[config.mk]
export PLATFORM = sky130hd
export DESIGN_NAME = rhythm_ctrl
export DESIGN_NICKNAME = d
export VERILOG_FILES = /design/src/rtl/rhythm_pkg.sv /design/src/rtl/sat_counter.sv /design/src/rtl/rhythm_ctrl.sv
export SDC_FILE = /design/constraint.sdc
export NUM_CORES = 1
export LEC_CHECK = 0
export ABC_AREA = 1
export ABC_CLOCK_PERIOD_IN_PS = 2000
export BUFFER_PORTS_ARGS = -buffer_cell sky130_fd_sc_hd__buf_2
export CAP_MARGIN = 25
export CELL_PAD_IN_SITES_DETAIL_PLACEMENT = 0
export CELL_PAD_IN_SITES_GLOBAL_PLACEMENT = 1
export CORE_MARGIN = 2
export CORE_UTILIZATION = 41
export CTS_BUF_LIST = sky130_fd_sc_hd__clkbuf_4 sky130_fd_sc_hd__clkbuf_8
export DETAILED_ROUTE_END_ITERATION = 6
export GPL_ROUTABILITY_DRIVEN = 0
export PLACE_DENSITY_LB_ADDON = 0.12
export SLEW_MARGIN = 10
export SYNTH_ARGS = -nofsm -noshare
export SYNTH_HDL_FRONTEND = slang
export SYNTH_SLANG_ARGS = --single-unit
[constraint.sdc]
create_clock -name clk -period 2 [get_ports clk]
set_clock_uncertainty 0.05 [all_clocks]
set_input_delay 0 -clock clk [delete_from_list [all_inputs] [get_ports clk]]
set_output_delay 0 -clock clk [all_outputs]
set_load 0.1 [all_outputs]
[src/rtl/rhythm_pkg.sv]
// Shared definitions for the rhythm game controller and the note spectrum
// generator: game state codes and the beat counter width.
package rhythm_pkg;

  localparam int BEAT_W = 10;

  localparam logic [3:0] SEL_SONG1 = 4'd0;
  localparam logic [3:0] SEL_SONG2 = 4'd1;
  localparam logic [3:0] PLAY1     = 4'd2;
  localparam logic [3:0] PLAY2     = 4'd3;
  localparam logic [3:0] ENDING    = 4'd4;
  localparam logic [3:0] PLAY1_PS  = 4'd5;
  localparam logic [3:0] PLAY1_PM  = 4'd6;
  localparam logic [3:0] PLAY2_PS  = 4'd7;
  localparam logic [3:0] PLAY2_PM  = 4'd8;

endpackage

[src/rtl/sat_counter.sv]
// Up-counter that sticks at all-ones instead of wrapping. A clear takes
// priority over an increment in the same cycle.
module sat_counter #(
  parameter int W = 10
) (
  input  logic         clk,
  input  logic         rst,
  input  logic         clr,
  input  logic         inc,
  output logic [W-1:0] cnt
);

  // Count up on inc, hold once the maximum value is reached.
  always_ff @(posedge clk or posedge rst) begin
    if (rst)                     cnt <= '0;
    else if (clr)                cnt <= '0;
    else if (inc && cnt != '1)   cnt <= cnt + W'(1);
  end

endmodule

[src/rtl/rhythm_ctrl.sv]
// Game flow controller for the rhythm game: song selection, play, pause
// menu and ending screen. Counts beats and player hits per song and emits
// a one-cycle step pulse to the note spectrum generator per played beat.
//
// state     | meaning
// ----------+---------------------------------------------------
// SEL_SONG1 | menu, song 1 highlighted
// SEL_SONG2 | menu, song 2 highlighted
// PLAY1     | song 1 running
// PLAY2     | song 2 running
// ENDING    | song finished, counters frozen for display
// PLAY1_PS  | song 1 paused, "resume" highlighted
// PLAY1_PM  | song 1 paused, "return to menu" highlighted
// PLAY2_PS  | song 2 paused, "resume" highlighted
// PLAY2_PM  | song 2 paused, "return to menu" highlighted
module rhythm_ctrl
  import rhythm_pkg::*;
#(
  parameter int SONG1_LEN = 128,
  parameter int SONG2_LEN = 160,
  parameter int SCORE_W   = 10
) (
  input  logic               clk,
  input  logic               rst,
  input  logic               btn_left,
  input  logic               btn_right,
  input  logic               btn_center,
  input  logic               beat_tick,
  input  logic               note_hit,
  output logic [3:0]         mode,
  output logic               start_sign,
  output logic [BEAT_W-1:0]  beat_cnt,
  output logic [SCORE_W-1:0] score
);

  localparam logic [BEAT_W-1:0] LAST1 = BEAT_W'(SONG1_LEN - 1);
  localparam logic [BEAT_W-1:0] LAST2 = BEAT_W'(SONG2_LEN - 1);

  logic [3:0]        state_q, state_d;
  logic [BEAT_W-1:0] beat_d;
  logic              start_d;
  logic              score_clr, score_inc;
  logic              nav;

  // Left and right pressed together are a single navigation event.
  assign nav = btn_left | btn_right;

  // Next-state and counter control; center always beats navigation and ticks.
  always_comb begin
    state_d   = state_q;
    beat_d    = beat_cnt;
    start_d   = 1'b0;
    score_clr = 1'b0;
    score_inc = 1'b0;
    case (state_q)
      SEL_SONG1: begin
        if (btn_center) begin
          state_d   = PLAY1;
          beat_d    = '0;
          score_clr = 1'b1;
        end else if (nav) begin
          state_d = SEL_SONG2;
        end
      end
      SEL_SONG2: begin
        if (btn_center) begin
          state_d   = PLAY2;
          beat_d    = '0;
          score_clr = 1'b1;
        end else if (nav) begin
          state_d = SEL_SONG1;
        end
      end
      PLAY1: begin
        score_inc = note_hit;
        if (btn_center) begin
          state_d = PLAY1_PS;
        end else if (beat_tick) begin
          start_d = 1'b1;
          beat_d  = beat_cnt + BEAT_W'(1);
          if (beat_cnt == LAST1) state_d = ENDING;
        end
      end
      PLAY2: begin
        score_inc = note_hit;
        if (btn_center) begin
          state_d = PLAY2_PS;
        end else if (beat_tick) begin
          start_d = 1'b1;
          beat_d  = beat_cnt + BEAT_W'(1);
          if (beat_cnt == LAST2) state_d = ENDING;
        end
      end
      ENDING: begin
        if (btn_center) state_d = SEL_SONG1;
      end
      PLAY1_PS: begin
        if (btn_center)  state_d = PLAY1;
        else if (nav)    state_d = PLAY1_PM;
      end
      PLAY1_PM: begin
        if (btn_center) begin
          state_d   = SEL_SONG1;
          beat_d    = '0;
          score_clr = 1'b1;
        end else if (nav) begin
          state_d = PLAY1_PS;
        end
      end
      PLAY2_PS: begin
        if (btn_center)  state_d = PLAY2;
        else if (nav)    state_d = PLAY2_PM;
      end
      PLAY2_PM: begin
        if (btn_center) begin
          state_d   = SEL_SONG2;
          beat_d    = '0;
          score_clr = 1'b1;
        end else if (nav) begin
          state_d = PLAY2_PS;
        end
      end
      default: state_d = SEL_SONG1;
    endcase
  end

  // State, beat count and step pulse registers.
  always_ff @(posedge clk or posedge rst) begin
    if (rst) begin
      state_q    <= SEL_SONG1;
      beat_cnt   <= '0;
      start_sign <= 1'b0;
    end else begin
      state_q    <= state_d;
      beat_cnt   <= beat_d;
      start_sign <= start_d;
    end
  end

  assign mode = state_q;

  sat_counter #(.W(SCORE_W)) u_score (
    .clk (clk),
    .rst (rst),
    .clr (score_clr),
    .inc (score_inc),
    .cnt (score)
  );

endmodule

Yosys cells after proc, flatten, opt, wreduce, memory -nomap -nowiden
Cells that the tools add are included.
{"block": "totals", "register_bits": 25, "in_bits": 7}
{"block": "classes", "n_addsub": 2, "eq_ne": 25, "mux": 32, "n_bitwise": 1, "n_reduce_logical": 8}
{"cell": "$mux W4", "n": 19}
{"cell": "$mux W10", "n": 5}
{"cell": "$pmux W4 S9", "n": 1}
{"cell": "$ne A3 B3 Y1 const B", "n": 10}
{"cell": "$add A10 B1 Y10 const B", "n": 2}
{"cell": "$pmux W10 S2", "n": 1}
{"cell": "$eq A4 B3 Y1 const B", "n": 4}
{"cell": "$reduce_and A11 Y1", "n": 1}
{"cell": "$eq A10 B7 Y1 const B", "n": 1}
{"cell": "$eq A10 B8 Y1 const B", "n": 1}
{"cell": "$ne A10 B10 Y1 const B", "n": 1}
{"cell": "$eq A4 B2 Y1 const B", "n": 2}
{"cell": "$mux W1", "n": 6}
{"cell": "$eq A4 B1 Y1 const B", "n": 1}
{"cell": "$eq A4 B4 Y1 const B", "n": 1}
{"cell": "$logic_not A4 Y1", "n": 1}
{"cell": "$ne A2 B1 Y1 const B", "n": 2}
{"cell": "$ne A2 B2 Y1 const B", "n": 2}
{"cell": "$reduce_and A4 Y1", "n": 1}
{"cell": "$reduce_bool A2 Y1", "n": 2}
{"cell": "$reduce_or A4 Y1", "n": 1}
{"cell": "$reduce_or A2 Y1", "n": 1}
{"cell": "$logic_and A1 B1 Y1", "n": 1}
{"cell": "$or A1 B1 Y1", "n": 1}

Longest topological paths before layout
Gate-level depths: netlist (run 1).
{"block": "depth", "ltp_word": 6, "mapped_depth": 11}

Modules after synthesis
Synthesis (run 1) repeated with hierarchy kept, for this count alone.
{"block": "hier_totals", "cells_unflattened": 254, "hier_area_um2": 1739.2}
{"mod": "rhythm_ctrl", "instances": 1, "cells_each": 154, "area_per_inst_um2": 1084.8}
{"mod": "sat_counter", "instances": 1, "cells_each": 100, "area_per_inst_um2": 654.4}

Least setup slack after synthesis (run 1)
Ideal clock, no wire load.
{"block": "synth_path", "kind": "flip-flop to flip-flop", "from": "register beat_cnt[0]", "to": "register state_q[0] (netlist: mode[0])", "setup_ns": 0.070, "arrival_time_ns": 2.058, "required_time_ns": 1.880, "setup_slack_ns": -0.177, "stages_incl_launch_ff": 12, "n_path_buf": 0, "synth_period_minus_slack_ns": 2.177, "cell_sequence": "dfrtp_1 > ha_1 > nand2_1 > inv_1 > nand2_1 > nor2_1 > nand2_1 > nand2_1 > nand3_1 > nand2_1 > nand2_1 > nand2_1"}
{"block": "synth_between", "elab_chain_len": 3, "word_cells_on_any_way": 5}
{"element": "start: declaration", "line_no": "rhythm_ctrl.sv:32", "text": "output logic [BEAT_W-1:0] beat_cnt,"}
{"element": "start signal: assignment", "line_no": "rhythm_ctrl.sv:135", "text": "beat_cnt <= beat_d;"}
{"element": "$eq A10 B8 Y1 or $eq A10 B7 Y1 (tied branches)", "line_no": "rhythm_ctrl.sv:91, rhythm_ctrl.sv:81"}
{"element": "$ne A3 B3 Y1 (no source line)"}
{"element": "$reduce_and A11 Y1 (no source line) *"}
{"element": "end signal: assignment", "line_no": "rhythm_ctrl.sv:134", "text": "state_q <= state_d;"}
{"element": "end: declaration", "line_no": "rhythm_ctrl.sv:39", "text": "logic [3:0] state_q, state_d;"}
Every way passes the cells marked *; elsewhere a longest branch is shown, timed or not.
A chain may end at the register's enable or synchronous reset.

Final worst setup path (run 1)
{"block": "layout_path", "from": "register state_q[0] (netlist: mode[0])", "to": "register u_score.cnt[0]"}
{"block": "layout_between", "elab_chain_len": 5, "word_cells_on_any_way": 13}
{"element": "$eq A4 B2 Y1", "line_no": "rhythm_ctrl.sv:55", "text": "case (state_q)"}
{"element": "$reduce_or A2 Y1 (no source line)"}
{"element": "$mux W1", "line_no": "rhythm_ctrl.sv:55"}
{"element": "$logic_and A1 B1 Y1", "line_no": "sat_counter.sv:17", "text": "else if (inc && cnt != '1) cnt <= cnt + W'(1);"}
{"element": "$reduce_bool A2 Y1 (no source line)"}
{"element": "end signal: assignment", "line_no": "sat_counter.sv:17"}
{"element": "end: declaration", "line_no": "sat_counter.sv:10", "text": "output logic [W-1:0] cnt"}
Several ways; a longest one is shown, not always the timed one.

==> results of run 1 <==
==> critical path, stage by stage, from the launching register on <==
cell,delay [ns]
dfrtp_2,0.49
nor2_2,0.18
nand3_2,0.13
nand3_2,0.13
nand2_4,0.16
nand2_4,0.23
inv_1,0.14
nand2_1,0.07
o21ai_0,0.07
==> per-layer routing <==
metal | up-vias | wire [µm] | share of wire
li1 | 795 | - | -
met1 | 704 | 1830 | 0.49
met2 | 39 | 1750 | 0.47
met3 | 2 | 152 | 0.041
met4 | 0 | 21 | 0.0056
met5 | - | 0 | 0
==> report_power, final <==
group	internal, mW	switching [mW]
Sequential	0.627	0.159
Combinational	0.329	1.41
Clock	0.142	0.181
Total	1.10	1.75
==> area by class of cell <==
type / count / area [µm²]
Fill cell: 403 / 2010
Tap cell: 50 / 62.6
Clock inverter: 1 / 7.51
Multi-Input combinational cell: 163 / 882
Sequential cell: 25 / 633
Clock buffer: 3 / 41.3
Inverter: 30 / 113
Timing Repair Buffer: 35 / 193
==> cell usage in the layout (no fill, tap or decap), types with 4 or more instances in the layout <==
| cell | instances |
|---|---|
| a21oi_1 | 5 |
| buf_2 | 31 |
| dfrtp_1 | 19 |
| dfrtp_2 | 6 |
| inv_1 | 27 |
| nand2_1 | 54 |
| nand3_1 | 24 |
| nand3_2 | 6 |
| nand4_1 | 9 |
| nor2_1 | 20 |
| nor2_2 | 4 |
| nor3_1 | 4 |
| o21ai_0 | 6 |
| o21ai_1 | 5 |
| o21ai_2 | 5 |
| xor2_1 | 5 |
==> sequential cells by signal, summed over array words and instances (netlist names) <==
name and count:
mode 4, start_sign 1, beat_cnt 10, u_score.cnt 10
==> path summary, 6_finish.rpt <==
check | from | endpoint | depth (start not counted)
worst max register to register | mode[0] | u_score.cnt[0] | 8
worst min-delay path | beat_tick | start_sign | 3
worst min register to register | u_score.cnt[8] | u_score.cnt[8] | 2
worst max-delay path | mode[0] | u_score.cnt[0] | 8
min in group asynchronous | rst | u_score.cnt[2] | 4
max in group asynchronous | rst | beat_cnt[0] | 4
==> kinds of logic (layout without fill, tap and decap cells) <==
logic type / after synthesis / count (layout) / share of synthesized area
xor gates and xnor gates: 7 / 7 / 0.0369
AOI/OAI and AO/OA: 25 / 25 / 0.0934
adders and majority gates: 2 / 2 / 0.0151
buffers and inverters: 33 / 69 / 0.0926
DFF: 25 / 25 / 0.377
and+or+nand+nor: 129 / 129 / 0.386
==> summary.txt, run 1 <==
Status
  – Result of the run: completed

Critical path
  – Critical path arrival: 1.87 ns
  – Crit. End Element: flop
  – CP startpoint kind: flop
  – Worst path required time: 2.11 ns
  – Worst Setup Path Type: flop to flop
  – Worst R2R Setup Slack: 0.24 ns
  – CP Max Fanout: 16

Yosys
  – Post-synth cell types: 28
  – Synthesized flop and latch total: 25
  – Post-synth top cells: 54 x nand2_1, 27 x inv_1, 25 x dfrtp_1
  – Post-synth top area share: 0.377
  – Post-synthesis cell area: 0.00166 mm²
  – Top cell type by total area after synthesis: dfrtp_1
  – Synth top area cells: dfrtp_1 38%, nand2_1 12%, nand3_1 7.2%
  – Seq/Total Area, Yosys: 0.377
  – Async SR Flop Fraction: 1.00
  – Post-Syn Nets: 230
  – Post-synth EDFFs: 0
  – Post-Synthesis Cells: 221
  – Avg Cell Area, Syn: 7.52 µm²
  – Top-count cell post-synth: nand2_1
  – Main synth FF type: dfrtp_1
  – Ys Warns: 0

Placement
  – Dpl cells: 300
  – Buffers on Ports: 31
  – Half-perimeter wire length after placement: 2790 µm
  – Dpl ws: 0.241 ns
  – Placed cell areas: 0.00185 mm²

Timing
  – Hold Violations, Final: 0
  – Post-route minimum period: 1.76 ns
  – Max Fclk: 568 MHz
  – Setup_tns: 0 ns
  – Slew HR: 0.677
  – Post-route clock period utilization: 0.880
  – Hold WS: 0.0377 ns
  – Worst Setup Slack, final: 0.240 ns
  – Actual slew at the worst max-slew pin: 0.488 ns
  – Setup Viol. Count Final: 0
  – RSZ-0062 raised after global routing: no
  – Slew Viols, Final: 0

Global route
  – First-pass GRT wire length: 6400 µm
  – Vias in the first global route: 1443
  – Met2 usage: 0.298
  – Overflow after GRT: 0
  – Gr usage total: 0.183
  – Maximum number of pins on one net before global-route repair: 26
  – Initial antenna violation count: 0
  – Top Usage Layer GRT: met2
  – Global-route track usage on met1: 0.254
  – Met3 Use GR: 0.0200

Clock tree
  – Num CTS Buffers: 3
  – Root Buffer: clkbuf_8
  – Skew-Pair Late Insertion Delay: 0.27 ns
  – CTS tree: done
  – H-tree level count: 1
  – CTS Hold Buffers Added: 3
  – # clock sinks: 25
  – Clock-pin slew on the worst setup and hold paths: 0.10 ns
  – Post-CTS Resized: 0
  – Setup Buffers After CTS: 0
  – Clk buf depth: 2

Power
  – Overall power: 2.84 mW
  – Leak: 0.973 nW
  – Power density cells: 1470 mW/mm²
  – Peak VDD IR: 0.000814 V

Layout
  – Final Core Density: 0.490
  – Ant. Diodes: 0
  – Final cell count without fillers: 307
  – Fin nets: 267
  – Share of post-route cells with drive strength above 1: 0.265
  – Design area: 0.00193 mm²
  – Area growth syn-to-layout: 16.3%

Flow run
  – MaxCap Viol Count: 0

Hold path
  – Min-delay worst type: primary input to flop

Floorplan
  – Die Span Y: 67.7 µm
  – Rows: 23
  – Die width: 67.7 µm
  – IO Pins: 32
  – DIE AREA: 0.00458 mm²
  – Core area: 0.00394 mm²
  – Starting Density: 0.421

Detailed routing
  – Total number of vias: 1540
  – WL final: 3740 µm
  – Antenna Violating Nets Remaining: 0
  – Average wire per standard cell: 12.2 µm
  – Via/cell ratio: 5.02
  – Starting DRT DRC Count: 39
  – Pre-Repair DR Iteration Count: 5
  – DRC: 0
Power figures use the tool's default switching activity.
==> run 2: changes to the inputs <==
--- a/config.mk
+++ b/config.mk
@@ -6,15 +6,15 @@
 export NUM_CORES = 1
 export LEC_CHECK = 0
 export ABC_AREA = 1
-export ABC_CLOCK_PERIOD_IN_PS = 2000
-export BUFFER_PORTS_ARGS = -buffer_cell sky130_fd_sc_hd__buf_2
+export ABC_CLOCK_PERIOD_IN_PS = 1450
 export CAP_MARGIN = 25
 export CELL_PAD_IN_SITES_DETAIL_PLACEMENT = 0
 export CELL_PAD_IN_SITES_GLOBAL_PLACEMENT = 1
 export CORE_MARGIN = 2
-export CORE_UTILIZATION = 41
+export CORE_UTILIZATION = 43
 export CTS_BUF_LIST = sky130_fd_sc_hd__clkbuf_4 sky130_fd_sc_hd__clkbuf_8
 export DETAILED_ROUTE_END_ITERATION = 6
+export DONT_BUFFER_PORTS = 1
 export GPL_ROUTABILITY_DRIVEN = 0
 export PLACE_DENSITY_LB_ADDON = 0.12
 export SLEW_MARGIN = 10
==> constraint.sdc (replaced) <==
create_clock -name clk -period 1.45 [get_ports clk]
set_clock_uncertainty 0.05 [all_clocks]
set_input_delay 0 -clock clk [delete_from_list [all_inputs] [get_ports clk]]
set_output_delay 0 -clock clk [all_outputs]
set_load 0.1 [all_outputs]
==> run 2 against run 1 <==
The run now ends with negative hold slack, negative setup slack left. Sequential share of layout area down 5.0 points. Setup slack got worse by 0.32 ns. Sequential power grew 45%. Worst hold slack lost 0.20 ns. Register-to-register slack worse by 0.32 ns. First-iteration DRC count is 92% higher. Sequential cell count is the same. Non-clock buffer count grew 28. Global-route usage grew 3.6 points. Combinational power up 97%. Core utilization up 18 points.
==> summary.txt, run 2 (same netlist as run 1, synthesis figures left out) <==
Timing
  – Actual slew at the worst max-slew pin: 0.350 ns (was 0.488 ns)
  – Setup_tns: -1.10 ns (was 0 ns)
  – Post-route minimum period: 1.52 ns (was 1.76 ns)
  – RSZ-0062 raised after global routing: yes (was no)
  – Slew HR: 0.765 (was 0.677)
  – Hold Violations, Final: 4 (was 0)
  – Slew Viols, Final: 0 (unchanged)
  – Setup Viol. Count Final: 23 (was 0)
  – Max Fclk: 656 MHz (was 568 MHz)
  – Worst Setup Slack, final: -0.0747 ns (was 0.240 ns)
  – Hold WS: -0.162 ns (was 0.0377 ns)
  – Post-route clock period utilization: 1.05 (was 0.880)

Layout
  – Ant. Diodes: 0 (unchanged)
  – Final cell count without fillers: 333 (was 307)
  – Area growth syn-to-layout: 48.9% (was 16.3%)
  – Layout fillers: 333 (was 403)
  – Share of post-route cells with drive strength above 1: 0.495 (was 0.265)
  – Most frequent cells in the layout: 55 x buf_4, 44 x nand2_1, 23 x inv_1 (was 54 x nand2_1, 31 x buf_2, 27 x inv_1)
  – Fin nets: 295 (was 267)
  – Commonest non-fill, non-tap cell in the layout: buf_4 (was nand2_1)

Global route
  – Initial antenna violation count: 0 (unchanged)
  – First-pass GRT wire length: 7360 µm (was 6400 µm)
  – Overflow after GRT: 0 (unchanged)
  – Vias in the first global route: 1629 (was 1443)
  – Maximum number of pins on one net before global-route repair: 26 (unchanged)
  – Gr usage total: 0.219 (was 0.183)

Floorplan
  – Rows: 22 (was 23)
  – IO Pins: 32 (unchanged)
  – DIE AREA: 0.00438 mm² (was 0.00458 mm²)
  – Die Span Y: 66.2 µm (was 67.7 µm)
  – Starting Density: 0.450 (was 0.421)
  – Die width: 66.2 µm (was 67.7 µm)
  – Core area: 0.00369 mm² (was 0.00394 mm²)

Flow run
  – MaxCap Viol Count: 0 (unchanged)

Clock tree
  – Num CTS Buffers: 3 (unchanged)
  – CTS tree: done (unchanged)
  – Clock-pin slew on the worst setup and hold paths: 0.10 ns (about the same)
  – Root Buffer: clkbuf_8 (unchanged)
  – Skew-Pair Late Insertion Delay: 0.28 ns (was 0.27 ns)
  – H-tree level count: 1 (unchanged)
  – # clock sinks: 25 (unchanged)
  – Clk buf depth: 2 (unchanged)

Power
  – Overall power: 5.01 mW (was 2.84 mW)
  – Leak: 1.13 nW (was 0.973 nW)
  – Power density cells: 2030 mW/mm² (was 1470 mW/mm²)
  – Peak VDD IR: 0.00124 V (was 0.000814 V)

Detailed routing
  – Pre-Repair DR Iteration Count: 4 (was 5)
  – Average wire per standard cell: 13.1 µm (was 12.2 µm)
  – Via/cell ratio: 5.08 (was 5.02)
  – WL final: 4370 µm (was 3740 µm)
  – Total number of vias: 1691 (was 1540)
  – Starting DRT DRC Count: 75 (was 39)
  – Antenna Violating Nets Remaining: 0 (unchanged)
  – DRC: 0 (unchanged)

Status
  – Failing checks: negative hold slack, negative setup slack
  – Result of the run: finished, violations left (was completed)

Placement
  – Dpl cells: 321 (was 300)
  – Half-perimeter wire length after placement: 3340 µm (was 2790 µm)
  – Buffers on Ports: 0 (was 31)

Critical path
  – Critical path arrival: 1.68 ns (was 1.87 ns)
  – Worst Setup Path Type: flop to flop (unchanged)
  – CP startpoint kind: flop (unchanged)
  – Worst path required time: 1.61 ns (was 2.11 ns)
  – CP Max Fanout: 7 (was 16)
  – Register-to-Register Path Depth: 8 (unchanged)
  – Crit. End Element: flop (unchanged)

Hold path
  – Min-delay worst type: primary input to flop (unchanged)
  – Hold depth: 3 (unchanged)
-- run 2: critical path, stage by stage, from the launching register on --
cell and delay, ns:
dfrtp_4 0.53, nor2_4 0.18, nand2_2 0.09, nand3_2 0.11, nand2_4 0.13, nand2_8 0.12, buf_6 0.13, nand3_2 0.07
o21ai_2 0.05
-- run 2: final timing paths --
kind                              from        endpoint  slack (ns)
setup / recovery               mode[3]  u_score.cnt[7]       -0.07
hold reg to reg            beat_cnt[8]     beat_cnt[8]        0.52
setup reg to reg               mode[3]  u_score.cnt[7]       -0.07
hold / removal              btn_center         mode[3]       -0.16
max in group asynchronous          rst     beat_cnt[0]        0.89
min in group asynchronous          rst         mode[3]        0.16
-- run 2: final cells by class --
cell class	instances	area (µm²)	area share
clock buffer	3	41.3	0.0167
tap	48	60.1	0.0243
sequential	25	688	0.278
multi-input combinational	163	1060	0.427
clock inverter	1	7.51	0.00303
inverter	30	123	0.0495
timing repair buffer	63	498	0.201
-- run 2: metrics by stage --
step | cell area [µm²] | hold slack, ns | setup slack [ns] | utilization
final | 2470 | -0.162 | -0.0747 | 0.671
after global routing | 2470 | -0.119 | -0.162 | 0.671
after global placement | 2240 | -0.0820 | -0.0465 | 0.607
after floorplan | 1810 | -0.0232 | -0.164 | -
after detailed placement | 2240 | -0.0758 | -0.0728 | 0.607
after CTS | 2400 | -0.169 | -0.0612 | 0.652
-- run 2: timing repair --
action | 4_1_cts | 5_1_grt
setup endpoints to repair | 22 | 24
endpoints found under the hold margin | 34 | 5
pin swaps | 5 | 10
setup buffers | 3 | 1
gates cloned | 0 | 0
gates resized for setup | 18 | 13
hold buffers | 3 | 1
-- run 2: report_power, final --
part,switching [mW],internal (mW)
Clock,0.247,0.195
Combinational,2.32,1.12
Sequential,0.203,0.934
-- run 2: per-layer routing --
| metal | wire length, µm | global-route usage | vias to the layer above |
|---|---|---|---|
| met5 | 0 | 0 | - |
| met4 | 48 | 0.0714 | 0 |
| met3 | 138 | 0.0273 | 5 |
| met2 | 2220 | 0.380 | 36 |
| met1 | 1960 | 0.280 | 793 |
| li1 | - | - | 857 |
